===== config.mk =====
export PLATFORM = sky130hd
export DESIGN_NAME = sd_sinc3_decim
export DESIGN_NICKNAME = d
export VERILOG_FILES = /design/src/rtl/sd_sinc3_decim.sv
export SDC_FILE = /design/constraint.sdc
export NUM_CORES = 1
export LEC_CHECK = 0
export CORE_MARGIN = 4
export CORE_UTILIZATION = 44
export DETAILED_ROUTE_END_ITERATION = 12
export GPL_TIMING_DRIVEN = 0
export SETUP_SLACK_MARGIN = 0.4
export SLEW_MARGIN = 20
export SYNTH_ARGS = -nofsm -noshare
export SYNTH_HDL_FRONTEND = slang
export SYNTH_SLANG_ARGS = --single-unit

===== constraint.sdc =====
create_clock -name clock -period 12.4 [get_ports clock]
set_input_delay 1.86 -clock clock [delete_from_list [all_inputs] [get_ports clock]]
set_output_delay 1.86 -clock clock [all_outputs]
set_load 0.01 [all_outputs]

===== src/rtl/sd_sinc3_decim.sv =====
// Sinc3 (3rd-order CIC) decimator for a 1-bit sigma-delta bitstream.
// Optional input synchronizer enabled by defining SD_SINC3_SYNC_EN.
module sd_sinc3_decim #(
    parameter int DECIM = 256,
    parameter int WIDTH = 16
) (
    input  logic                    clock,
    input  logic                    aclr,
    input  logic                    sdi,
    output logic signed [WIDTH-1:0] dout,
    output logic                    dvalid
);

    localparam int LG = $clog2(DECIM);
    localparam int AW = 3 * LG + 1;
    localparam int SH = 3 * LG - (WIDTH - 1);

    localparam logic [AW:0] FS = (AW + 1)'(1) << (3 * LG);
    localparam logic signed [AW:0] OMAX = $signed((AW + 1)'(2 ** (WIDTH - 1) - 1));
    localparam logic signed [AW:0] OMIN = ~OMAX;

    logic [AW-1:0] i1, i2, i3;
    logic [AW-1:0] d1, d2, d3;
    logic [AW-1:0] c1, c2, c3;
    logic [LG-1:0] cnt;
    logic [1:0]    warm;
    logic          tick;
    logic          bit_in;

    logic signed [AW:0]      s;
    logic signed [AW:0]      sh;
    logic signed [WIDTH-1:0] out;

`ifdef SD_SINC3_SYNC_EN
    logic [1:0] sync_q;

    always_ff @(posedge clock or posedge aclr) begin
        if (aclr) begin
            sync_q <= '0;
        end else begin
            sync_q <= {sync_q[0], sdi};
        end
    end

    assign bit_in = sync_q[1];
`else
    assign bit_in = sdi;
`endif

    assign tick = (cnt == LG'(DECIM - 1));

    assign c1 = i3 - d1;
    assign c2 = c1 - d2;
    assign c3 = c2 - d3;

    // c3 spans 0..DECIM^3; map it onto a signed range centred on zero
    assign s  = $signed({c3, 1'b0} - FS);
    assign sh = s >>> SH;

    always_comb begin
        out = sh[WIDTH-1:0];
        if (sh > OMAX) begin
            out = OMAX[WIDTH-1:0];
        end else if (sh < OMIN) begin
            out = OMIN[WIDTH-1:0];
        end
    end

    always_ff @(posedge clock or posedge aclr) begin
        if (aclr) begin
            i1 <= '0;
            i2 <= '0;
            i3 <= '0;
            cnt <= '0;
        end else begin
            i1 <= i1 + {{(AW - 1){1'b0}}, bit_in};
            i2 <= i2 + i1;
            i3 <= i3 + i2;
            cnt <= cnt + 1'b1;
        end
    end

    always_ff @(posedge clock or posedge aclr) begin
        if (aclr) begin
            d1 <= '0;
            d2 <= '0;
            d3 <= '0;
            warm <= '0;
            dout <= '0;
            dvalid <= 1'b0;
        end else begin
            dvalid <= tick && warm[1];
            if (tick) begin
                d1 <= i3;
                d2 <= c1;
                d3 <= c2;
                dout <= out;
                if (warm != 2'd3) begin
                    warm <= warm + 2'd1;
                end
            end
        end
    end

endmodule


==> out/qor.csv <==
stage;metric;value;unit
global_route;Total GRT Usage;16.2;%
place;port bufs;19;
critical_path;setup slack, reg-to-reg;4.61;ns
logic_synthesis;Unique masters post-synth;64;
final_layout;Post-Layout Inst Area;12900;µm²
critical_path;CP endpoint kind;register;
place;GP Congestion;0.851;
critical_path;highest net fanout along the worst path;10;
timing;RSZ-0062 raised after global routing;no;
clock_tree;Worst-Skew Late Latency;0.43;ns
critical_path;Startpoint Class;register;
timing;Final setup viols;0;
final_layout;area of the multi-input gates;6700;µm²
final_layout;area delta synth->final;10.5;%
timing;fin. max-slew vios;0;
clock_tree;H-tree depth;4;
clock_tree;Root Driver;clkbuf_16;
place;hpwl dp;16900;µm
critical_path;slowest CP cell;fa_1;
floorplan;num rows;59;
floorplan;Die H;171;µm
timing;Max Clk Rate;128;MHz
final_layout;layout cells sized above 1;4.91;%
routing;vias per cell;5.15;
logic_synthesis;Ys Warns;0;
floorplan;io pins;20;
global_route;global-route wire length before repair;39400;µm
logic_synthesis;Gate Count Post-Synth;1273;
logic_synthesis;synth top area cells;dfrtp_1 38%, ha_1 13%, xnor2_1 7.6%;
place;placed cell area;12300;µm²
critical_path;CP Class;reg -> reg;
critical_path;slowest stage delay, CP;0.41;ns
clock_tree;Num Clock Sinks;177;
timing;Slew HR;51.9;%
routing;Routed WL;22000;µm
clock_tree;CTS tree;built;
timing;Hold Fails Final Rpt;0;
timing;Final Critical Period;7.79;ns
clock_tree;CTS clock-pin slew for the worst setup and hold paths;0.07;ns
clock_tree;clock buffer count from CTS;17;
global_route;initial antenna violation count;0;
clock_tree;post_cts resized;0;
final_layout;ant diodes;0;
critical_path;worst r2r src;i3[0];
logic_synthesis;asr flop ratio synth;100;%
floorplan;Die X-Extent;171;µm
critical_path;R2R cell count;37;
critical_path;crit path from;i3[0];
floorplan;DIE AREA;29100;µm²
timing;skew final;0.0136;ns
status;status;complete, no violations;
critical_path;Worst EP required;12.75;ns
global_route;vias in the first global route;8442;
critical_path;FF-to-FF End;dout[1];
logic_synthesis;EDFF count, synth;0;
timing;setup TNS;0;ns
routing;Remaining DRCs;0;
routing;1st-iter DRT viols;324;
critical_path;worst path arrival time;8.14;ns
logic_synthesis;syn_nets;1405;
routing;drt pass-1 iters;5;
timing;period utilization;62.9;%
logic_synthesis;post-synthesis register bit count;177;
worst_hold_path;Worst Hold End;cnt[0];
floorplan;Initial Util;44.7;%
clock_tree;Clock Path Buffers;2;
timing;pin slew with the least headroom to its limit;0.713;ns
worst_hold_path;Hold Crit Start;cnt[0];
final_layout;post-layout util;49.4;%
logic_synthesis;Synth Area per Inst;9.14;µm²
final_layout;sequential cell area;4430;µm²
routing;Routed Antenna Nets;0;
logic_synthesis;Mapped Area;11600;µm²
worst_hold_path;worst hold path type;reg -> reg;
logic_synthesis;largest area contributor in the netlist;dfrtp_1;
routing;DR WL/cell;13.3;µm
routing;total vias in the final route;8552;
final_layout;# fillers;2500;
logic_synthesis;top-area cell type share of the netlist area;38.1;%
clock_tree;CTS Hold Buffers Added;0;
logic_synthesis;Primary FF master, synth;dfrtp_1;
global_route;largest net degree at the start of global routing;99;
final_layout;Net count, final;1444;
global_route;aggregate global routing overflow;0;
logic_synthesis;sequential-to-total area share from yosys stat;38.1;%
floorplan;core area;26100;µm²
worst_hold_path;Worst Hold Depth;1;
clock_tree;setup bufs post-CTS;0;
flow_run;Max Cap Viol;0;
[critical path, delay by kind of cell (launching register included)]
kind	cells	cell delay [ns]
AOI/OAI and AO/OA	19	4.17
adders and majority gates	5	1.41
and+or+nand+nor	5	0.65
buffers and inverters	5	0.60
xor gates and xnor gates	3	0.47
DFF	1	0.39
[through the flow]
stage | hold WS, ns | cells | setup slack, ns
after floorplan | 0.442 | 1273 | 5.63
after global placement | 0.463 | 1627 | 3.24
after detailed placement | 0.465 | 1628 | 4.69
after CTS | 0.475 | 1659 | 4.61
after global routing | 0.491 | 1659 | 3.94
final | 0.469 | 1659 | 4.61
[placed cells by master (no fill, tap or decap), types with 12 or more instances in the layout]
cell / count
and3_1: 15
clkdlybuf4s50_1: 19
xnor2_1: 101
o21a_1: 21
nor3_1: 17
inv_1: 110
dfrtp_1: 177
nand2b_1: 21
xor2_1: 31
a211oi_1: 12
clkbuf_16: 17
a31oi_1: 20
nand3_1: 35
nor2b_1: 13
nand2_1: 114
nand4_1: 13
a21oi_1: 73
nor2_1: 92
ha_1: 125
o21ai_0: 109
a21o_1: 42
clkbuf_1: 23
[cell type report]
type	instances	share of cell area (%)
timing repair buffer	20	1.69
multi-input combinational	961	52.1
tap	335	3.26
sequential	177	34.4
inverter	111	3.30
clock inverter	11	1.02
buffer	24	0.720
clock buffer	20	3.47
[cells in the mapped netlist (3+ instances only)]
library cell / count
a211o_1: 4
a211oi_1: 12
a21boi_0: 3
a21o_1: 42
a21o_2: 3
a21oi_1: 73
a221oi_1: 3
a31o_2: 4
a31oi_1: 20
and2_1: 4
and3_1: 15
clkbuf_1: 21
dfrtp_1: 177
fa_1: 4
ha_1: 125
inv_1: 111
mux2_2: 8
nand2_1: 114
nand2b_1: 21
nand3_1: 35
nand4_1: 13
nor2_1: 92
nor2b_1: 13
nor3_1: 17
o2111ai_1: 3
o211ai_1: 5
o21a_1: 21
o21ai_0: 109
o21bai_1: 9
o311ai_0: 3
o31ai_1: 8
or2_2: 6
or3_1: 7
xnor2_1: 101
xor2_1: 31
[worst max-delay path by stage]
stage	to	slack, ns	depth (start not counted)
2_1_floorplan	dout[0]	5.63	37
3_3_place_gp	warm[1]	3.24	2
3_5_place_dp	dout[1]	4.69	37
4_1_cts	dout[1]	4.61	37
5_1_grt	dout[4]	3.94	37
6_report	dout[1]	4.61	37
[layer usage]
| metal | wire length, µm | up-vias | track usage (%) |
|---|---|---|---|
| li1 | - | 4533 | - |
| met1 | 10700 | 3922 | 21.4 |
| met2 | 10600 | 82 | 28.1 |
| met3 | 510 | 15 | 2.70 |
| met4 | 230 | 0 | 3.75 |
| met5 | 0 | - | 0 |
[sequential cells by signal, summed over array words and instances (netlist names)]
register  cells
d3           25
i1           25
i3           25
dvalid        1
cnt           8
d2           25
d1           25
i2           25
dout         16
warm          2
[cells by family (layout without fill, tap and decap cells)]
group,after synthesis,in the layout,share of synthesized area (%)
AO/OA/AOI/OAI,345,345,18.9
XOR/XNOR,133,133,10.1
adder cells (fa/ha/maj),129,129,14.1
buffers and inverters,135,186,4.37
flip-flops,177,177,38.1
multiplexers,8,8,0.774
AND/OR/NAND/NOR,346,346,13.7
Power is not shown: default switching activity piles up to over one toggle a cycle in this logic, so the estimate is an artifact.
